`src/rtl/tdm_pkg.sv`:
```
// tdm_pkg: shared slot numbering and demux state encoding for the TDM link
package tdm_pkg;
  localparam int NCH = 16;
  localparam int SELW = 4;
  typedef enum logic {HUNT = 1'b0, RECV = 1'b1} state_t;
endpackage

```
`src/rtl/tdm_demux16_demux4to16.sv`:
```
// demux4to16: one-hot slot write-enable decoder, inverse of mux16to1
module demux4to16
  import tdm_pkg::*;
(
  input  logic [SELW-1:0] sel,
  input  logic            en,
  output logic [NCH-1:0]  wen
);
  always_comb wen = en ? ({{(NCH-1){1'b0}}, 1'b1} << sel) : '0;
endmodule

```
`src/rtl/tdm_demux16.sv`:
```
// tdm_demux16: 16-slot TDM demultiplexer restoring parallel words from a serial stream
module tdm_demux16
  import tdm_pkg::*;
(
  input  logic            clk,
  input  logic            rst,
  input  logic            in_bit,
  input  logic            in_valid,
  input  logic            frame_start,
  output logic [SELW-1:0] sel,
  output logic [NCH-1:0]  out,
  output logic            out_valid,
  output logic            sync_err
);
  state_t state_q, state_d;
  logic [SELW-1:0] sel_q, sel_d, wr_sel;
  logic [NCH-1:0] shadow_q, shadow_d, out_q, out_d, wen;
  logic out_valid_q, out_valid_d, sync_err_q, sync_err_d, wr_en;
  // frame_start always lands in slot 0, whether a clean start or an early restart
  assign wr_sel = frame_start ? '0 : sel_q;
  assign wr_en = in_valid & (frame_start | (state_q == RECV && sel_q != '0));
  demux4to16 u_dec (.sel(wr_sel), .en(wr_en), .wen(wen));
  always_comb begin
    state_d = state_q;
    sel_d = sel_q;
    out_d = out_q;
    out_valid_d = 1'b0;
    sync_err_d = 1'b0;
    shadow_d = (shadow_q & ~wen) | (wen & {NCH{in_bit}});
    if (in_valid) begin
      if (frame_start) begin
        sync_err_d = (state_q == RECV) && (sel_q != '0);
        sel_d = SELW'(1);
        state_d = RECV;
      end else if (state_q == RECV) begin
        if (sel_q == '0) begin
          sync_err_d = 1'b1;
          state_d = HUNT;
        end else begin
          sel_d = sel_q + 1'b1;
          if (sel_q == SELW'(NCH-1)) begin
            out_d = {in_bit, shadow_q[NCH-2:0]};
            out_valid_d = 1'b1;
          end
        end
      end
    end
  end
  always_ff @(posedge clk) begin
    if (rst) begin
      state_q <= HUNT;
      sel_q <= '0;
      shadow_q <= '0;
      out_q <= '0;
      out_valid_q <= 1'b0;
      sync_err_q <= 1'b0;
    end else begin
      state_q <= state_d;
      sel_q <= sel_d;
      shadow_q <= shadow_d;
      out_q <= out_d;
      out_valid_q <= out_valid_d;
      sync_err_q <= sync_err_d;
    end
  end
  assign sel = sel_q;
  assign out = out_q;
  assign out_valid = out_valid_q;
  assign sync_err = sync_err_q;
endmodule
```
`config.mk`:
```
export PLATFORM = sky130hd
export DESIGN_NAME = tdm_demux16
export DESIGN_NICKNAME = d
export VERILOG_FILES = /design/src/rtl/tdm_pkg.sv /design/src/rtl/tdm_demux16_demux4to16.sv /design/src/rtl/tdm_demux16.sv
export SDC_FILE = /design/constraint.sdc
export NUM_CORES = 1
export LEC_CHECK = 0
export BUFFER_PORTS_ARGS = -buffer_cell sky130_fd_sc_hd__buf_2
export CAP_MARGIN = 20
export CELL_PAD_IN_SITES_DETAIL_PLACEMENT = 0
export CELL_PAD_IN_SITES_GLOBAL_PLACEMENT = 1
export CORE_MARGIN = 10
export CORE_UTILIZATION = 38
export DETAILED_ROUTE_END_ITERATION = 8
export PLACE_DENSITY = 0.69
export SLEW_MARGIN = 0
export SYNTH_ARGS = -nofsm -noshare
export SYNTH_HDL_FRONTEND = slang
export SYNTH_SLANG_ARGS = --single-unit
```
`constraint.sdc`:
```
create_clock -name clk -period 1.9 [get_ports clk]
set_clock_uncertainty 0.2 [all_clocks]
set_input_delay 0.095 -clock clk [delete_from_list [all_inputs] [get_ports clk]]
set_output_delay 0.095 -clock clk [all_outputs]
set_load 0.02 [all_outputs]
```
==> flow_summary.html, run 1 <==
<table>
<tr><th>Metric</th><th>Value</th></tr>
<tr><th colspan="2">Floorplan</th></tr>
<tr><td>Starting density of the core</td><td>0.394</td></tr>
<tr><td>Die X</td><td>a little under 90 µm</td></tr>
<tr><td>Core footprint</td><td>4350 µm²</td></tr>
<tr><td>Total Die Area</td><td>7600 µm²</td></tr>
<tr><td>I/O pins</td><td>27</td></tr>
<tr><td>Die Height</td><td>a little under 90 µm</td></tr>
<tr><td>Number of placement rows</td><td>24</td></tr>
<tr><th colspan="2">Critical path</th></tr>
<tr><td>Worst EP required</td><td>between 1500 and 2000 ps</td></tr>
<tr><td>Crit-path cells</td><td>inv_2, ha_1, or3b_1, a22o_1, o31ai_2</td></tr>
<tr><td>Worst flop-to-flop path startpoint</td><td>sel[1]$_SDFFE_PP0P_</td></tr>
<tr><td>Classification of the worst setup path</td><td>reg2reg</td></tr>
<tr><td>R2R depth</td><td>5</td></tr>
<tr><td>Endpoint of the lowest-slack register-to-register path</td><td>sel[1]$_SDFFE_PP0P_</td></tr>
<tr><td>Worst EP arrival</td><td>1790 ps</td></tr>
<tr><td>Startpoint type of the worst setup path</td><td>flip-flop</td></tr>
<tr><td>Worst-case register-to-register setup slack</td><td>90 ps</td></tr>
<tr><td>Crit path buf inv count</td><td>1</td></tr>
<tr><td>Delay of the slowest cell on the worst path</td><td>around 470 ps</td></tr>
<tr><td>Cell with the largest stage delay on the worst path</td><td>sky130_fd_sc_hd__or3b_1</td></tr>
<tr><td>Kind of cell adding the most delay to the critical path</td><td>compound AO/OA/AOI/OAI gates</td></tr>
<tr><td>Crit path capture type</td><td>flip-flop</td></tr>
<tr><td>Maximum fanout encountered on the critical timing path</td><td>6</td></tr>
<tr><th colspan="2">Placement</th></tr>
<tr><td>Detailed-placement wirelength estimate</td><td>roughly 2.7 mm</td></tr>
<tr><td>Cell count after placement</td><td>242</td></tr>
<tr><td>GPL Wtd Cong</td><td>0.800</td></tr>
<tr><td>Port bufs</td><td>26</td></tr>
<tr><td>Setup WS pre-CTS</td><td>131 ps</td></tr>
<tr><th colspan="2">Clocking</th></tr>
<tr><td>Clock-pin slew reported for the worst setup and hold paths after clock tree synthesis</td><td>70 ps</td></tr>
<tr><td>Number of buffers inserted during clock tree synthesis</td><td>5</td></tr>
<tr><td>TritonCTS clock tree</td><td>done</td></tr>
<tr><td>Longest Clk Path Bufs</td><td>2</td></tr>
<tr><td>Clk sinks</td><td>38</td></tr>
<tr><td>Number of H-tree levels</td><td>2</td></tr>
<tr><td>Clock latency at the later pin of the worst-skew pair</td><td>280 ps</td></tr>
<tr><td>Buffer type at the clock tree root</td><td>sky130_fd_sc_hd__clkbuf_8</td></tr>
<tr><th colspan="2">Outcome</th></tr>
<tr><td>Run status</td><td>complete, no violations</td></tr>
<tr><th colspan="2">STA</th></tr>
<tr><td>Worst Tran Pin Value</td><td>503 ps</td></tr>
<tr><td>Final Hold Viols</td><td>0</td></tr>
<tr><td>Final setup slack of the worst path</td><td>94.9 ps</td></tr>
<tr><td>Setup Viol. Count Final</td><td>0</td></tr>
<tr><td>Post-Route Hold Slack</td><td>67.6 ps</td></tr>
<tr><td>Post-route minimum period</td><td>1810 ps</td></tr>
<tr><td>Setup repair after global routing missed its margin</td><td>no</td></tr>
<tr><td>Final period utilization</td><td>0.950</td></tr>
<tr><td>Slew HR</td><td>0.662</td></tr>
<tr><td>Final number of max-transition violations</td><td>0</td></tr>
<tr><td>Fmax achieved</td><td>0.554 GHz</td></tr>
<tr><td>Setup TNS after final layout</td><td>0 ps</td></tr>
<tr><th colspan="2">Global routing</th></tr>
<tr><td>Number of antenna violations at the first check in global routing</td><td>0</td></tr>
<tr><td>Via count of the first global-routing pass</td><td>1338</td></tr>
<tr><td>GR Overflow Total</td><td>0</td></tr>
<tr><td>Global-route wire length before repair</td><td>6.33 mm</td></tr>
<tr><td>Total global-route track usage</td><td>0.102</td></tr>
<tr><td>Largest net degree at the start of global routing</td><td>24</td></tr>
<tr><th colspan="2">Pwr</th></tr>
<tr><td>Areal power density over the cells</td><td>717 nW/µm²</td></tr>
<tr><td>Largest voltage drop on the vdd net</td><td>0.391 mV</td></tr>
<tr><td>Leak Pwr</td><td>0.914 nW</td></tr>
<tr><th colspan="2">Route</th></tr>
<tr><td>Wire length reported by the detailed router</td><td>3.68 mm</td></tr>
<tr><td>First drt pass iteration count</td><td>4</td></tr>
<tr><td>Number of vias per cell</td><td>5.08</td></tr>
<tr><td>Routed length per instance</td><td>14.5 µm</td></tr>
<tr><td>Total DRC errors in the routed layout</td><td>0</td></tr>
<tr><td>Total number of vias</td><td>1285</td></tr>
<tr><td>Antenna Violating Nets Remaining</td><td>0</td></tr>
<tr><td>Number of DRC markers after the initial detailed-route iteration</td><td>85</td></tr>
<tr><th colspan="2">Synth</th></tr>
<tr><td>Count of flip-flops with a built-in enable after synthesis</td><td>0</td></tr>
<tr><td>Synthesized flop and latch total</td><td>38</td></tr>
<tr><td>Total number of yosys warnings</td><td>0</td></tr>
<tr><td>Count of mapped cells out of synthesis</td><td>171</td></tr>
<tr><td>Proportion of synthesized chip area in sequential cells</td><td>0.443</td></tr>
<tr><td>Count of different cell masters after synthesis</td><td>37</td></tr>
<tr><td>Total standard cell area after synthesis</td><td>about 1700 µm²</td></tr>
<tr><td>Mean cell area of the mapped netlist</td><td>~10 µm²</td></tr>
<tr><td>Async set-or-reset flop fraction in the synthesized netlist</td><td>0</td></tr>
<tr><td>Number of nets in the synthesized netlist</td><td>178</td></tr>
<tr><td>Most used DFF post-synth</td><td>sky130_fd_sc_hd__dfxtp_1</td></tr>
<tr><th colspan="2">Worst hold path</th></tr>
<tr><td>Worst Hold End</td><td>sync_err$_SDFF_PP0_</td></tr>
<tr><td>Start point of the worst min-delay path</td><td>frame_start</td></tr>
<tr><td>Hold Crit Class</td><td>in2reg</td></tr>
<tr><td>Number of cells traversed by the worst hold path</td><td>3</td></tr>
<tr><th colspan="2">Layout</th></tr>
<tr><td>Fin cells</td><td>253</td></tr>
<tr><td># diodes</td><td>0</td></tr>
<tr><td>Fraction of layout cells with a size suffix above 1</td><td>0.234</td></tr>
<tr><td># nets final</td><td>207</td></tr>
<tr><td>Synthesis-to-layout area growth</td><td>17.9%</td></tr>
<tr><th colspan="2">Flow run</th></tr>
<tr><td>Number of max-cap violations</td><td>0</td></tr>
</table>
## power breakdown
group	switching, mW	total, mW	leakage, nW	internal [mW]
sequential	0.00333	0.804	0.307	0.801
combinational	0.0532	0.0910	0.559	0.0378
clock	0.262	0.555	0.0482	0.293
## stage by stage
step                power (mW)  utilization  instance area [µm²]
floorplan                0.888            -                 1720
global placement         0.907        0.436                 1900
detailed placement       0.909        0.436                 1900
CTS                       1.48        0.464                 2020
global route              1.51        0.464                 2020
finish                    1.45        0.464                 2020
## cells in the final DEF, fill, tap and decap left out, drive strengths merged, types with 2 or more instances in the layout
cell	instances
nor3	2
nor2b	2
nand2b	33
clkbuf	7
nor2	2
a21oi	4
dfxtp	38
o21ai	2
o31ai	2
nand4	10
dlygate4sd3	3
inv	4
nor3b	3
ha	2
nand3	2
o2111ai	3
buf	34
a31oi	2
mux2i	29
## worst max-delay path by stage
stage | startpoint | to | cells after the start
2_1_floorplan | sel[0]$_SDFFE_PP0P_ | sel[0]$_SDFFE_PP0P_ | 7
3_5_place_dp | sel[1]$_SDFFE_PP0P_ | sel[1]$_SDFFE_PP0P_ | 5
5_1_grt | sel[1]$_SDFFE_PP0P_ | sel[1]$_SDFFE_PP0P_ | 5
3_3_place_gp | sel[1]$_SDFFE_PP0P_ | sel[0]$_SDFFE_PP0P_ | 5
6_report | sel[1]$_SDFFE_PP0P_ | sel[1]$_SDFFE_PP0P_ | 5
4_1_cts | sel[1]$_SDFFE_PP0P_ | sel[1]$_SDFFE_PP0P_ | 5
## worst reg2reg max path: cells and delay by family (launching register included)
| family | cells | cell delay [ps] |
|---|---|---|
| buf+inv | 1 | 70 |
| fa+ha+maj | 1 | 160 |
| simple gates | 1 | 470 |
| flops | 1 | 330 |
| compound gates | 2 | 490 |
## layer usage
metal | part of all wire | vias to the layer above | GRT usage | routed length [µm]
met5 | 0 | - | 0 | 0
met4 | 0 | 0 | 0.0217 | 0
met3 | 0.046 | 0 | 0.0421 | 170
met2 | 0.51 | 17 | 0.176 | 1870
met1 | 0.44 | 610 | 0.115 | 1630
li1 | - | 658 | - | -
## logic make-up after synthesis
family                   share of synthesized area
AO/OA/AOI/OAI                               0.0868
XOR/XNOR                                   0.00511
adder cells (fa/ha/maj)                     0.0146
buffers and inverters                       0.0518
flip-flops                                   0.443
multiplexers                                 0.169
AND/OR/NAND/NOR                              0.229
## synthesized netlist by cell type (all sizes together) (2+ instances only)
cell type   n  area share
a31oi       2      0.0073
inv         4      0.0088
nor2b       2      0.0073
nand4      10       0.036
o21ai       2      0.0058
dfxtp      38        0.44
o2111ai     3       0.015
buf         9       0.029
a21oi       4       0.012
ha          2       0.015
o31ai       2       0.012
clkbuf      6       0.014
nand2b     33        0.12
nand3       2      0.0058
mux2i      29        0.17
nor3        2      0.0058
nor2        2      0.0044
nor3b       3       0.013
## layout make-up
type	instances	area, µm²
sequential	38	763
clock inverter	1	5.00
multi-input combinational	114	867
fill	412	2330
tap	52	65.1
clock buffer	7	86.3
timing repair buffer	37	220
inverter	4	15.0
## what timing repair did
| action | in CTS | in global routing |
|---|---|---|
| endpoints found under the hold margin | 4 | 0 |
| gates resized for setup | 0 | 1 |
| hold buffers | 3 | 0 |
| buffers inserted | 0 | 0 |
| setup endpoints to repair | 0 | 1 |
No activity file was read; power rests on OpenSTA's default activity.
==> inputs of run 2 (changes only) <==
REMOVE_ABC_BUFFERS = 1   (was not set)
==> flow_summary.html, run 2 (synthesis results as in run 1) <==
<table>
<tr><th>Metric</th><th>Value</th></tr>
<tr><th colspan="2">Outcome</th></tr>
<tr><td>Run status</td><td>complete, no violations</td></tr>
<tr><th colspan="2">Route</th></tr>
<tr><td>First drt pass iteration count</td><td>4</td></tr>
<tr><td>Total number of vias</td><td>~1300</td></tr>
<tr><td>Total DRC errors in the routed layout</td><td>0</td></tr>
<tr><td>Wire length reported by the detailed router</td><td>3.68 mm</td></tr>
<tr><td>Number of DRC markers after the initial detailed-route iteration</td><td>80</td></tr>
<tr><td>Antenna Violating Nets Remaining</td><td>0</td></tr>
<tr><td>Number of vias per cell</td><td>about 5</td></tr>
<tr><td>Routed length per instance</td><td>14.4 µm</td></tr>
<tr><th colspan="2">Pwr</th></tr>
<tr><td>Total design power</td><td>1.48 mW</td></tr>
<tr><td>Logic pwr share</td><td>0.063</td></tr>
<tr><td>Areal power density over the cells</td><td>~730 nW/µm²</td></tr>
<tr><td>Switching share of total power</td><td>0.236</td></tr>
<tr><td>Portion of total power attributed to sequential cells</td><td>0.543</td></tr>
<tr><td>Internal power of the cells</td><td>1.13 mW</td></tr>
<tr><td>Leak Pwr</td><td>0.922 nW</td></tr>
<tr><td>Net switching power of the design</td><td>349 µW</td></tr>
<tr><td>Largest voltage drop on the vdd net</td><td>between 0.3 and 0.4 mV</td></tr>
<tr><td>Share of power burned in the clock network</td><td>0.395</td></tr>
<tr><th colspan="2">Floorplan</th></tr>
<tr><td>Die Height</td><td>87.2 µm</td></tr>
<tr><td>Core footprint</td><td>4350 µm²</td></tr>
<tr><td>Number of placement rows</td><td>24</td></tr>
<tr><td>I/O pins</td><td>27</td></tr>
<tr><td>Starting density of the core</td><td>0.394</td></tr>
<tr><td>Total Die Area</td><td>7600 µm²</td></tr>
<tr><td>Die X</td><td>87.2 µm</td></tr>
<tr><th colspan="2">STA</th></tr>
<tr><td>Setup TNS after final layout</td><td>0 ps</td></tr>
<tr><td>Final number of max-transition violations</td><td>0</td></tr>
<tr><td>Worst Tran Pin Value</td><td>532 ps</td></tr>
<tr><td>Setup Viol. Count Final</td><td>0</td></tr>
<tr><td>Fmax achieved</td><td>0.559 GHz</td></tr>
<tr><td>Slew HR</td><td>0.645</td></tr>
<tr><td>Setup repair after global routing missed its margin</td><td>no</td></tr>
<tr><td>Post-route minimum period</td><td>1790 ps</td></tr>
<tr><td>Final period utilization</td><td>0.941</td></tr>
<tr><td>Final Hold Viols</td><td>0</td></tr>
<tr><th colspan="2">Placement</th></tr>
<tr><td>Port bufs</td><td>26</td></tr>
<tr><td>Detailed-placement wirelength estimate</td><td>~2.6 mm</td></tr>
<tr><td>GPL Wtd Cong</td><td>0.816</td></tr>
<tr><th colspan="2">Critical path</th></tr>
<tr><td>Maximum fanout encountered on the critical timing path</td><td>6</td></tr>
<tr><td>Worst EP arrival</td><td>1780 ps</td></tr>
<tr><td>Startpoint type of the worst setup path</td><td>flip-flop</td></tr>
<tr><td>Worst flop-to-flop path startpoint</td><td>sel[1]$_SDFFE_PP0P_</td></tr>
<tr><td>CP Launch Point</td><td>sel[1]$_SDFFE_PP0P_</td></tr>
<tr><td>Classification of the worst setup path</td><td>reg2reg</td></tr>
<tr><td>Crit path capture type</td><td>flip-flop</td></tr>
<tr><td>R2R depth</td><td>5</td></tr>
<tr><td>Worst EP required</td><td>1890 ps</td></tr>
<tr><th colspan="2">Layout</th></tr>
<tr><td>Synthesis-to-layout area growth</td><td>18.9%</td></tr>
<tr><td>Area taken by multi-input logic gates</td><td>866 µm²</td></tr>
<tr><td># diodes</td><td>0</td></tr>
<tr><td>Fraction of layout cells with a size suffix above 1</td><td>0.222</td></tr>
<tr><td>Register Area</td><td>761 µm²</td></tr>
<tr><td>Commonest cells after routing, fill and taps aside</td><td>sky130_fd_sc_hd__dfxtp_1, sky130_fd_sc_hd__nand2b_1, sky130_fd_sc_hd__mux2i_1, sky130_fd_sc_hd__buf_2, sky130_fd_sc_hd__nand4_1</td></tr>
<tr><td>Commonest non-fill, non-tap cell in the layout</td><td>sky130_fd_sc_hd__dfxtp_1</td></tr>
<tr><td>Number of fillers in the final layout</td><td>410</td></tr>
<tr><td># nets final</td><td>209</td></tr>
<tr><th colspan="2">Worst hold path</th></tr>
<tr><td>Number of cells traversed by the worst hold path</td><td>3</td></tr>
<tr><td>Hold Crit Class</td><td>in2reg</td></tr>
<tr><td>Start point of the worst min-delay path</td><td>frame_start</td></tr>
<tr><th colspan="2">Clocking</th></tr>
<tr><td>Buffer type at the clock tree root</td><td>sky130_fd_sc_hd__clkbuf_8</td></tr>
<tr><td>Clock latency at the later pin of the worst-skew pair</td><td>290 ps</td></tr>
<tr><td>Clock-pin slew reported for the worst setup and hold paths after clock tree synthesis</td><td>80 ps</td></tr>
<tr><td>Clk sinks</td><td>38</td></tr>
<tr><td>Count of buffers added by post-CTS timing repair for setup</td><td>0</td></tr>
<tr><td>Number of H-tree levels</td><td>2</td></tr>
<tr><td>TritonCTS clock tree</td><td>done</td></tr>
<tr><td>Number of buffers inserted during clock tree synthesis</td><td>5</td></tr>
<tr><td>Longest Clk Path Bufs</td><td>2</td></tr>
<tr><th colspan="2">Global routing</th></tr>
<tr><td>Via count of the first global-routing pass</td><td>1344</td></tr>
<tr><td>Largest net degree at the start of global routing</td><td>24</td></tr>
<tr><td>Total global-route track usage</td><td>0.102</td></tr>
<tr><td>Number of antenna violations at the first check in global routing</td><td>0</td></tr>
<tr><td>Global-route wire length before repair</td><td>around 6.3 mm</td></tr>
<tr><td>GR Overflow Total</td><td>0</td></tr>
<tr><th colspan="2">Flow run</th></tr>
<tr><td>Number of max-cap violations</td><td>0</td></tr>
</table>
==> run 2: repair_timing <==
action | CTS | global route
hold buffers | 4 | 0
endpoints found under the setup margin | 0 | 0
hold endpoints to repair | 5 | 0
gates resized for setup | 0 | 0
==> run 2: worst paths after layout <==
kind                                to  slack [ps]
setup reg to reg   sel[0]$_SDFFE_PP0P_         110
hold / removal     sync_err$_SDFF_PP0_          70
setup / recovery   sel[0]$_SDFFE_PP0P_         110
hold reg to reg   out[11]$_SDFFE_PP0P_         270
==> run 2: final cells by class <==
class                   count  area share
clock buffers               6      0.0405
clock inverters             2     0.00613
inverters                   4     0.00736
multi-input cells         114       0.425
flip-flops and latches     38       0.373
well taps                  52      0.0319
repair buffers             39       0.117
==> run 2: metal layers <==
layer | up-vias | wire, µm | GRT usage | part of all wire
li1 | 667 | - | - | -
met1 | 597 | 1660 | 0.120 | 0.45
met5 | - | 0 | 0 | 0
met4 | 0 | 65 | 0.0435 | 0.018
met2 | 22 | 1740 | 0.163 | 0.47
met3 | 7 | 214 | 0.0393 | 0.058
==> run 2: worst max-delay path: stages, from the launching register on <==
cell and delay, ps:
sky130_fd_sc_hd__dfxtp_1 320, sky130_fd_sc_hd__inv_1 110, sky130_fd_sc_hd__ha_1 170, sky130_fd_sc_hd__or3b_1 450, sky130_fd_sc_hd__a22o_1 270, sky130_fd_sc_hd__o21a_1 170
==> run 2: power groups by stage <==
stage / logic, mW / registers [mW] / clock network [mW]
2_1_floorplan: 0.0426 / 0.827 / 0
3_5_place_dp: 0.0875 / 0.822 / 0
6_report: 0.0930 / 0.803 / 0.584
5_1_grt: 0.103 / 0.804 / 0.638
4_1_cts: 0.0939 / 0.803 / 0.602
3_3_place_gp: 0.0855 / 0.822 / 0
==> run 2: stage by stage <==
step                      area [µm²]  worst slack [ps]   util  hold WS, ps  instances
final                           2040               112  0.468         71.1        255
after global routing            2040              13.1  0.468          101        255
after CTS                       2040               116  0.468         60.6        255
after detailed placement        1900               141  0.437          186        243
after global placement          1900               194  0.437          189        243
after floorplan                 1640              21.1      -        -35.9        156
